File: src/rtl/fetch_unit_pkg.sv
// Shared fetch types: the instruction word type, the buffered fetch packet and
// the word-alignment helper used by the fetch front end.
package fetch_unit_pkg;

    typedef logic [31:0] instruction_type;

    localparam int unsigned IMEM_WORD_BYTES = 4;

    typedef struct packed {
        instruction_type instruction;
        logic [31:0]     pc;
    } fetch_packet_type;

    function automatic logic [31:0] align_word(input logic [31:0] addr);
        return {addr[31:2], 2'b00};
    endfunction

endpackage

File: src/rtl/fetch_unit_if.sv
// Fetch unit bus bundle: instruction memory request/response, branch redirect
// and the instruction stream handed to decode.
interface fetch_unit_if;
    import fetch_unit_pkg::*;

    logic            imem_req_valid;
    logic            imem_req_ready;
    logic [31:0]     imem_req_addr;
    logic            imem_rsp_valid;
    logic [31:0]     imem_rsp_data;
    logic            redirect;
    logic [31:0]     redirect_pc;
    logic            out_valid;
    logic            out_ready;
    instruction_type out_instruction;
    logic [31:0]     out_pc;

    // master: the fetch unit; slave: memory, branch unit and decode side
    modport master (
        output imem_req_valid, imem_req_addr,
        input  imem_req_ready, imem_rsp_valid, imem_rsp_data,
        input  redirect, redirect_pc,
        output out_valid, out_instruction, out_pc,
        input  out_ready
    );

    modport slave (
        input  imem_req_valid, imem_req_addr,
        output imem_req_ready, imem_rsp_valid, imem_rsp_data,
        output redirect, redirect_pc,
        input  out_valid, out_instruction, out_pc,
        output out_ready
    );

endinterface

File: src/rtl/fetch_unit_fifo.sv
// Instruction buffer: slots are allocated with their PC when a read is issued and
// marked filled when the in-order response returns; the head is read combinationally.
module fetch_fifo
    import fetch_unit_pkg::*;
#(
    parameter int unsigned DEPTH = 4
) (
    input  logic                         clk,
    input  logic                         rst,
    input  logic                         flush,
    input  logic                         alloc,
    input  logic [31:0]                  alloc_pc,
    input  logic                         fill,
    input  instruction_type              fill_data,
    input  logic                         pop,
    output logic                         head_valid,
    output fetch_packet_type             head,
    output logic [$clog2(DEPTH+1)-1:0]   occupancy
);

    localparam int unsigned PW = $clog2(DEPTH);

    logic [PW-1:0]   alloc_ptr;
    logic [PW-1:0]   fill_ptr;
    logic [PW-1:0]   rd_ptr;
    logic [DEPTH-1:0] filled;
    logic [31:0]     pc_mem   [DEPTH];
    instruction_type data_mem [DEPTH];

    always_ff @(posedge clk) begin
        if (rst || flush) begin
            alloc_ptr <= '0;
            fill_ptr  <= '0;
            rd_ptr    <= '0;
            filled    <= '0;
            occupancy <= '0;
        end else begin
            if (alloc) alloc_ptr <= alloc_ptr + 1'b1;
            if (fill) begin
                fill_ptr         <= fill_ptr + 1'b1;
                filled[fill_ptr] <= 1'b1;
            end
            // a pop always targets a filled slot, so it never collides with the fill slot
            if (pop) begin
                rd_ptr         <= rd_ptr + 1'b1;
                filled[rd_ptr] <= 1'b0;
            end
            case ({fill, pop})
                2'b10:   occupancy <= occupancy + 1'b1;
                2'b01:   occupancy <= occupancy - 1'b1;
                default: occupancy <= occupancy;
            endcase
        end
    end

    always_ff @(posedge clk) begin
        if (alloc) pc_mem[alloc_ptr] <= alloc_pc;
        if (fill)  data_mem[fill_ptr] <= fill_data;
    end

    always_comb begin
        head_valid       = filled[rd_ptr];
        head.pc          = '0;
        head.instruction = '0;
        if (head_valid) begin
            head.pc          = pc_mem[rd_ptr];
            head.instruction = data_mem[rd_ptr];
        end
    end

endmodule

File: src/rtl/fetch_unit.sv
// Instruction fetch front end: PC generation, credit-limited memory reads,
// in-order response buffering and redirect flush with stale-response dropping.
module fetch_unit
    import fetch_unit_pkg::*;
#(
    parameter logic [31:0] RESET_PC   = 32'h0000_0000,
    parameter int unsigned FIFO_DEPTH = 4
) (
    input  logic         clk,
    input  logic         rst,
    fetch_unit_if.master fetch_bus
);

    localparam int unsigned CW = $clog2(FIFO_DEPTH + 1);
    localparam logic [CW+1:0] DEPTH_W = (CW + 2)'(FIFO_DEPTH);

    typedef logic [CW-1:0] count_t;

    logic [31:0]      fetch_pc;
    count_t           outstanding;
    count_t           drop;
    count_t           occupancy;
    logic [CW+1:0]    in_use;
    logic             req_fire;
    logic             rsp_drop;
    logic             rsp_take;
    logic             pop;
    logic             head_valid;
    fetch_packet_type head;

    // drop counts against credit so stale reads never exceed the buffer depth
    assign in_use = {2'b00, occupancy} + {2'b00, outstanding} + {2'b00, drop};

    assign fetch_bus.imem_req_valid = !rst && !fetch_bus.redirect && (in_use < DEPTH_W);
    assign fetch_bus.imem_req_addr  = fetch_pc;

    assign req_fire = fetch_bus.imem_req_valid && fetch_bus.imem_req_ready;
    assign rsp_drop = fetch_bus.imem_rsp_valid && (drop != '0);
    assign rsp_take = fetch_bus.imem_rsp_valid && (drop == '0) && (outstanding != '0);

    assign fetch_bus.out_valid       = head_valid && !fetch_bus.redirect;
    assign fetch_bus.out_pc          = head.pc;
    assign fetch_bus.out_instruction = head.instruction;
    assign pop = fetch_bus.out_valid && fetch_bus.out_ready;

    always_ff @(posedge clk) begin
        if (rst) begin
            fetch_pc    <= RESET_PC;
            outstanding <= '0;
            drop        <= '0;
        end else if (fetch_bus.redirect) begin
            fetch_pc    <= align_word(fetch_bus.redirect_pc);
            outstanding <= '0;
            drop        <= drop + outstanding - count_t'(rsp_drop || rsp_take);
        end else begin
            if (req_fire) fetch_pc <= fetch_pc + 32'(IMEM_WORD_BYTES);
            outstanding <= outstanding + count_t'(req_fire) - count_t'(rsp_take);
            drop        <= drop - count_t'(rsp_drop);
        end
    end

    always_ff @(posedge clk) begin
        if (!rst && fetch_bus.imem_rsp_valid)
            assert (outstanding != '0 || drop != '0)
            else $error("fetch_unit: memory response with no read outstanding");
    end

    fetch_fifo #(
        .DEPTH (FIFO_DEPTH)
    ) u_fifo (
        .clk        (clk),
        .rst        (rst),
        .flush      (fetch_bus.redirect),
        .alloc      (req_fire),
        .alloc_pc   (fetch_pc),
        .fill       (rsp_take && !fetch_bus.redirect),
        .fill_data  (fetch_bus.imem_rsp_data),
        .pop        (pop),
        .head_valid (head_valid),
        .head       (head),
        .occupancy  (occupancy)
    );

endmodule

File: src/flat_wrapper.sv
// flat-port wrapper written by rule: the top's interface ports become plain ports
module fetch_unit_flat import fetch_unit_pkg::*;
#(
    parameter logic [31:0] RESET_PC   = 32'h0000_0000,
    parameter int unsigned FIFO_DEPTH = 4
)
  (clk, rst, fetch_bus_imem_req_valid, fetch_bus_imem_req_addr, fetch_bus_imem_req_ready, fetch_bus_imem_rsp_valid, fetch_bus_imem_rsp_data, fetch_bus_redirect, fetch_bus_redirect_pc, fetch_bus_out_valid, fetch_bus_out_instruction, fetch_bus_out_pc, fetch_bus_out_ready);
  fetch_unit_if fetch_bus_i ();
  input  logic clk;
  input  logic rst;
  output wire logic [$bits(fetch_bus_i.imem_req_valid)-1:0] fetch_bus_imem_req_valid;
  output wire logic [$bits(fetch_bus_i.imem_req_addr)-1:0] fetch_bus_imem_req_addr;
  input wire logic [$bits(fetch_bus_i.imem_req_ready)-1:0] fetch_bus_imem_req_ready;
  input wire logic [$bits(fetch_bus_i.imem_rsp_valid)-1:0] fetch_bus_imem_rsp_valid;
  input wire logic [$bits(fetch_bus_i.imem_rsp_data)-1:0] fetch_bus_imem_rsp_data;
  input wire logic [$bits(fetch_bus_i.redirect)-1:0] fetch_bus_redirect;
  input wire logic [$bits(fetch_bus_i.redirect_pc)-1:0] fetch_bus_redirect_pc;
  output wire logic [$bits(fetch_bus_i.out_valid)-1:0] fetch_bus_out_valid;
  output wire logic [$bits(fetch_bus_i.out_instruction)-1:0] fetch_bus_out_instruction;
  output wire logic [$bits(fetch_bus_i.out_pc)-1:0] fetch_bus_out_pc;
  input wire logic [$bits(fetch_bus_i.out_ready)-1:0] fetch_bus_out_ready;
  assign fetch_bus_imem_req_valid = fetch_bus_i.imem_req_valid;
  assign fetch_bus_imem_req_addr = fetch_bus_i.imem_req_addr;
  assign fetch_bus_i.imem_req_ready = fetch_bus_imem_req_ready;
  assign fetch_bus_i.imem_rsp_valid = fetch_bus_imem_rsp_valid;
  assign fetch_bus_i.imem_rsp_data = fetch_bus_imem_rsp_data;
  assign fetch_bus_i.redirect = fetch_bus_redirect;
  assign fetch_bus_i.redirect_pc = fetch_bus_redirect_pc;
  assign fetch_bus_out_valid = fetch_bus_i.out_valid;
  assign fetch_bus_out_instruction = fetch_bus_i.out_instruction;
  assign fetch_bus_out_pc = fetch_bus_i.out_pc;
  assign fetch_bus_i.out_ready = fetch_bus_out_ready;
  fetch_unit #(.RESET_PC(RESET_PC), .FIFO_DEPTH(FIFO_DEPTH)) u_core (.clk(clk), .rst(rst), .fetch_bus(fetch_bus_i));
endmodule
File: config.mk
export PLATFORM = sky130hd
export DESIGN_NAME = fetch_unit_flat
export DESIGN_NICKNAME = d
export VERILOG_FILES = /design/src/rtl/fetch_unit_pkg.sv /design/src/rtl/fetch_unit_if.sv /design/src/rtl/fetch_unit_fifo.sv /design/src/rtl/fetch_unit.sv /design/src/flat_wrapper.sv
export SDC_FILE = /design/constraint.sdc
export NUM_CORES = 1
export LEC_CHECK = 0
export CAP_MARGIN = 0
export CORE_ASPECT_RATIO = 1.5
export CORE_UTILIZATION = 40
export CTS_CLUSTER_DIAMETER = 100
export DETAILED_ROUTE_END_ITERATION = 6
export GPL_TIMING_DRIVEN = 1
export SYNTH_ARGS = -nofsm -noshare
export SYNTH_HDL_FRONTEND = slang
export SYNTH_SLANG_ARGS = --single-unit
File: constraint.sdc
create_clock -name clk -period 4.3 [get_ports clk]
set_clock_uncertainty 0.15 [all_clocks]
set_input_delay 0.86 -clock clk [delete_from_list [all_inputs] [get_ports clk]]
set_output_delay 0.86 -clock clk [all_outputs]
set_load 0.005 [all_outputs]
== Yosys cells after proc, flatten, opt, wreduce, memory -nomap -nowiden ==
Memory sizes are Yosys's and may differ from the RTL's. A register that Yosys moved wholly into a read port is not among the register bits.
Index checks and enable logic that the tools add are counted.

* Add/subtract/negate cells: 13
* Order comparisons: 5
* Eq/ne operators: 2
* Multiplexer cells: 22
* Bitwise logic cells: 3
* Reductions and logical operators: 21

{| class="wikitable"
|+ Operator list
! kind !! count
|-
| $mux 32 || 2
|-
| $mux 64 || 1
|-
| $add 32x3->32 const B || 1
|-
| $mux 4 || 3
|-
| $logic_and 1x1->1 || 11
|-
| $sub 3x1->3 || 3
|-
| $mux 2 || 4
|-
| $mux 1 || 7
|-
| $add 2x1->2 const B || 3
|-
| $lt 2x3->1 const B || 2
|-
| $pmux 3 s2 || 1
|-
| $reduce_bool 3->1 || 2
|-
| $add 5x3->5 || 1
|-
| $lt 5x3->1 const B || 1
|-
| $add 3x3->4 || 1
|-
| $and 4x4->4 || 1
|-
| $demux 1 s2 || 2
|-
| $ge 2x1->1 const B || 2
|-
| $not 4->4 || 1
|-
| $or 4x4->4 || 1
|-
| $reduce_bool 2->1 || 2
|-
| $add 3x1->3 || 1
|-
| $add 3x1->3 const B || 1
|-
| $add 3x3->3 || 1
|-
| other kinds (9) || 11
|}

* Register bits after elaboration: 51
* Memory bits (writable): 256
* Input port bits: 70
* Output and inout port bits: 98
* Word-level logic and storage cells: 77
* Memories: 2

{| class="wikitable"
|+ Memories
! memory !! depth !! width !! read ports !! clocked after memory_dff !! write ports !! line !! source
|-
| u_core.u_fifo.data_mem || 4 || 32 || 1 || 1 || 1 || fetch_unit_fifo.sv:28 || <nowiki>instruction_type data_mem [DEPTH];</nowiki>
|-
| u_core.u_fifo.pc_mem || 4 || 32 || 1 || 1 || 1 || fetch_unit_fifo.sv:27 || <nowiki>logic [31:0] pc_mem [DEPTH];</nowiki>
|}

== Depth between registers and ports, before layout ==
* Depth in word-level cells: 9
* Depth in mapped cells: 17
* Gate-level depth less buffers: 14

== Cells and area by module ==
From an unflattened synthesis, not the netlist that was laid out.

* Cell total of the unflattened synthesis: 801
* Area, all modules: 13,032.5 sq um

{| class="wikitable"
|+ Modules (own cells, without submodules)
! module !! times used !! cells each !! area an instance (sq um) !! sequential area each (sq um)
|-
| fetch_fifo || 1 || 486 || 10,505.1 || 7,987.7
|-
| fetch_unit || 1 || 315 || 2,527.4 || 720.7
|}

== Worst setup path after synthesis ==
OpenSTA, ideal clock, no wires.

* Path type: register to register
* From: register u_core.u_fifo.occupancy[0]
* To: memory u_core.u_fifo.pc_mem[0][10] (enable)
* Library setup time: 390 ps
* Data arrival time: 3,540 ps
* Data required time: 3,760 ps
* Slack: 220 ps
* Stages on the path, launching flop included: 13
* Path buffers: 3
* Clock period less this slack: 4,080 ps
* Path through: dfxtp_1 ha_1 fa_1 xor2_1 ha_1 or4_1 a211o_1 or2_1 buf_6 clkinv_4 buf_8 buf_4 and2_1

* Word-level cells in the longest chain between the ends: 7

{| class="wikitable"
|+ RTL lines
! element !! line !! source
|-
| start, declared || fetch_unit_fifo.sv:18 || <nowiki>output logic [$clog2(DEPTH+1)-1:0] occupancy</nowiki>
|-
| start signal, assigned || fetch_unit_fifo.sv:49 || <nowiki>2'b10: occupancy <= occupancy + 1'b1;</nowiki>
|-
| start signal, assigned || fetch_unit_fifo.sv:50 || <nowiki>2'b01: occupancy <= occupancy - 1'b1;</nowiki>
|-
| start signal, assigned || fetch_unit_fifo.sv:51 || <nowiki>default: occupancy <= occupancy;</nowiki>
|-
| $add 3x3->4 || fetch_unit.sv:32 || <nowiki>assign in_use = {2'b00, occupancy} + {2'b00, outstanding} + {2'b00, drop};</nowiki>
|-
| $add 5x3->5 || fetch_unit.sv:32 ||
|-
| $lt 5x3->1 || fetch_unit.sv:34 || <nowiki>assign fetch_bus.imem_req_valid = !rst && !fetch_bus.redirect && (in_use < DEPTH_W);</nowiki>
|-
| $logic_and 1x1->1 || fetch_unit.sv:34 ||
|-
| $logic_and 1x1->1 || fetch_unit.sv:37 || <nowiki>assign req_fire = fetch_bus.imem_req_valid && fetch_bus.imem_req_ready;</nowiki>
|-
| named net u_core.req_fire || fetch_unit.sv:24 || <nowiki>logic req_fire;</nowiki>
|-
| $mux 1 || fetch_unit_fifo.sv:57 || <nowiki>if (alloc) pc_mem[alloc_ptr] <= alloc_pc;</nowiki>
|-
| $mux 1 (implied by the code) || fetch_unit_fifo.sv:57 ||
|-
| end, declared || fetch_unit_fifo.sv:27 ||
|}

The timed path passes the listed nets, and every way through them passes these cells.

== Worst setup path in the final report ==
* From: register u_core.u_fifo.occupancy[0]
* To: register u_core.outstanding[2]

* Word-level cells in the longest chain between the ends: 7

{| class="wikitable"
|+ RTL lines
! element !! line !! source
|-
| $add 3x3->4 || fetch_unit.sv:32 ||
|-
| $add 5x3->5 || fetch_unit.sv:32 ||
|-
| $lt 5x3->1 || fetch_unit.sv:34 ||
|-
| $logic_and 1x1->1 || fetch_unit.sv:34 ||
|-
| $logic_and 1x1->1 || fetch_unit.sv:37 ||
|-
| $add 3x1->3 || fetch_unit.sv:57 || <nowiki>outstanding <= outstanding + count_t'(req_fire) - count_t'(rsp_take);</nowiki>
|-
| $sub 3x1->3 || fetch_unit.sv:57 ||
|-
| end signal, assigned || fetch_unit.sv:57 ||
|-
| end, declared || fetch_unit.sv:20 || <nowiki>count_t outstanding;</nowiki>
|}

No other way between the ends.
A chain may end at the register's enable or synchronous reset.

==> results_dict.tcl <==
set metrics [dict create \
    mostFrequentLayoutCells "edfxtp_1, clkdlybuf4s50_1, nor2b_1" \
    switchingPower_mw 1.27 \
    drt_wl_total_um 26800 \
    rsz0062_at_grt "false" \
    finalWorstPathRequiredPeriod_ns 3.87 \
    rr_endpoint "u_core.outstanding[2]$_SDFF_PP0_" \
    antenna_cells 0 \
    via_per_inst 5.22 \
    slowest_stage "or4_1" \
    synthDistinctLibCells 60 \
    setup_violations 0 \
    pwr_density_cell_nw_per_um2 392 \
    ff2ff_setup_slack_ns 0.43 \
    met3_usage_pct 2.22 \
    pin_count 168 \
    path_clk_slew_ns 0.06 \
    worstSetupStartpoint "u_core.u_fifo.occupancy[0]$_SDFFE_PP0P_" \
    seq_power_share_pct 53.6 \
    avgSynthCellArea_um2 16.3 \
    area_growth_pct 25.0 \
    clockRootBuffer "clkbuf_16" \
    totalPowerFinal_mw 6.08 \
    slew_headroom_pct 41.0 \
    grt_max_degree 44 \
    drive_gt1_share_pct 15.6 \
    p_int_mw 4.81 \
    worstPathArrival_ns 4.15 \
    drt_first_iter_violations 455 \
    min_path_type "reg2reg" \
    met1_usage_pct 20.9 \
    hold_ws_ns 0.343 \
    initial_core_util_pct 40.9 \
    syn_inst 760 \
    status "complete, no violations" \
    synth_edf_count 248 \
    clk_path_buf_depth 3 \
    track_usage_pct 17.2 \
    grt.overflow.total 0 \
    rows 78 \
    wl_per_cell_um 19.7 \
    hold_viol 0 \
    critPathCaptureType "flop" \
    final_common_cell "edfxtp_1" \
    ys_seq_area_share_pct 68.2 \
    path_class "reg2reg" \
    grt_pass1_wl_um 41900 \
    drt_drc_violations_left 0 \
    ys_warn_count 0 \
    max_freq_ghz 0.258 \
    syn_area_um2 12400 \
    cts_max_level 1 \
    cts_tree "yes" \
    yosys_most_used_dff "edfxtp_1" \
    final_antenna_net_count 0 \
    p_sw_share_pct 20.8 \
    slowest_delay_ns 0.46 \
    die_width_um 146 \
    core_area_um2 30400 \
    die_h_um 218 \
    port_buffers 161 \
    reg2reg_from "u_core.u_fifo.occupancy[0]$_SDFFE_PP0P_" \
    gp_congestion 0.746 \
    p_comb_share_pct 6.3 \
    nets 1038 \
    fin_tns_setup_ns 0 \
    crit_required_ns 4.58 \
    postCtsHoldBufs 0 \
    cts_made_buffers 28 \
    reg2regPathDepth 15 \
    clockPowerShare_pct 40.2 \
    worstPathMaxFanout 26 \
    final_util_pct 51.1 \
    grt_pass1_vias 7323 \
    ys_ff_latch 299 \
    maxSlewViolCount 0 \
    crit_chain "ha_2, fa_2, xor2_1, ha_1, or4_1, a211o_1, buf_4, or2_1, clkinv_4, ha_1, inv_1, fa_1, xnor2_1, xnor2_1, nor2_1" \
    grtUsageMet2_pct 31.5 \
    vias 7094 \
    antenna_found_initial 0 \
    first_pass_iters 5 \
    p_leak_nw 5.00 \
    die_area_um2 31700 \
    tightest_slew_ns 0.874 \
    maxCapViolCount 0 \
    ys_async_sr_fraction_pct 0 \
    peakVddDrop_mv 0.247 \
    clk_latency_ns 0.55 \
    worstSetupEndpoint "u_core.outstanding[2]$_SDFF_PP0_" \
    top_usage_layer "met2" \
    start_kind "flop" \
    cts.sinks 299 \
    min_period_over_period_pct 90.0 \
    dpl.hpwl_um 17000 \
]
==> critical path: cells and delay by family (launching register included) <==
family	cells	cell delay, ns
adder cells (fa/ha/maj)	5	1.35
XOR/XNOR	3	0.46
buffers and inverters	3	0.41
AO/OA/AOI/OAI	1	0.25
flip-flops	1	0.33
AND/OR/NAND/NOR	3	0.78
==> synthesized netlist by cell type (all sizes together) (15+ instances only) <==
library cell	n	area, um^2
inv	25	93.8
dfxtp	51	1020
buf	20	116
ha	26	325
mux4	62	1400
clkbuf	20	75.1
nand2	30	118
edfxtp	248	7450
nor2	43	161
nand3	15	90.1
nor2b	64	400
a21oi	22	110
==> what timing repair did <==
action	4_1_cts	5_1_grt
pin swaps	1	0
endpoints found under the setup margin	1	1
setup buffers	1	0
gates cloned	0	0
gates resized for setup	1	4
==> cells by family after synthesis <==
kind of cell	count (synthesis)	share of synthesized area [%]
compound gates	75	3.89
flops	299	68.2
other cells	1	0.0302
buf+inv	66	2.37
xor+xnor	18	1.27
simple gates	205	9.33
mux	66	11.6
fa+ha+maj	30	3.27
==> flip-flops by register name (all words and copies together) (netlist names), named ones only <==
register,count
u_core.u_fifo.data_mem,128
u_core.u_fifo.pc_mem,120
u_core.fetch_bus.imem_req_addr,30
u_core.u_fifo.filled,4
u_core.drop,3
u_core.outstanding,3
u_core.u_fifo.occupancy,3
u_core.u_fifo.alloc_ptr,2
u_core.u_fifo.fill_ptr,2
u_core.u_fifo.rd_ptr,2
==> final cells by class <==
cell class	instances	area (um^2)
Fill cell	2603	14800
Sequential cell	299	8480
Multi-Input combinational cell	398	3680
Timing Repair Buffer	185	1840
Clock buffer	45	816
Tap cell	400	500
Inverter	26	103
Clock inverter	7	86.3
==> routing by layer <==
layer  vias to the layer above  share of wire [%]
met5                         -                  0
met4                         0                2.5
met3                        41                4.0
met2                       190                 53
met1                      3608                 41
li1                       3255                  -
==> metrics by stage <==
stage | worst slack [ns] | instances | area (um^2)
floorplan | 0.220 | 763 | 12400
global placement | 0.353 | 1307 | 14600
detailed placement | 0.305 | 1307 | 14600
CTS | 0.000462 | 1360 | 15500
global route | 0.238 | 1360 | 15500
finish | 0.431 | 1360 | 15500
==> how the worst min path moves through the flow <==
stage                                                  from                                       to  cells after the start
finish                   u_core.u_fifo.filled[1]$_SDFF_PP0_       u_core.u_fifo.filled[1]$_SDFF_PP0_                      2
global route             u_core.u_fifo.filled[0]$_SDFF_PP0_       u_core.u_fifo.filled[0]$_SDFF_PP0_                      2
CTS                      u_core.u_fifo.filled[2]$_SDFF_PP0_       u_core.u_fifo.filled[2]$_SDFF_PP0_                      2
detailed placement       u_core.u_fifo.filled[3]$_SDFF_PP0_       u_core.u_fifo.filled[3]$_SDFF_PP0_                      2
global placement         u_core.u_fifo.filled[2]$_SDFF_PP0_       u_core.u_fifo.filled[2]$_SDFF_PP0_                      2
floorplan           u_core.u_fifo.occupancy[2]$_SDFFE_PP0P_  u_core.u_fifo.occupancy[2]$_SDFFE_PP0P_                      2
==> power by group through the flow <==
stage | clock [mW] | combinational [mW] | sequential, mW
after floorplan | 0 | 0.210 | 3.30
after global placement | 0 | 0.378 | 3.32
after detailed placement | 0 | 0.383 | 3.32
after CTS | 2.50 | 0.390 | 3.26
after global routing | 2.61 | 0.428 | 3.26
final | 2.44 | 0.382 | 3.26
(Power assumes the default switching activity.)
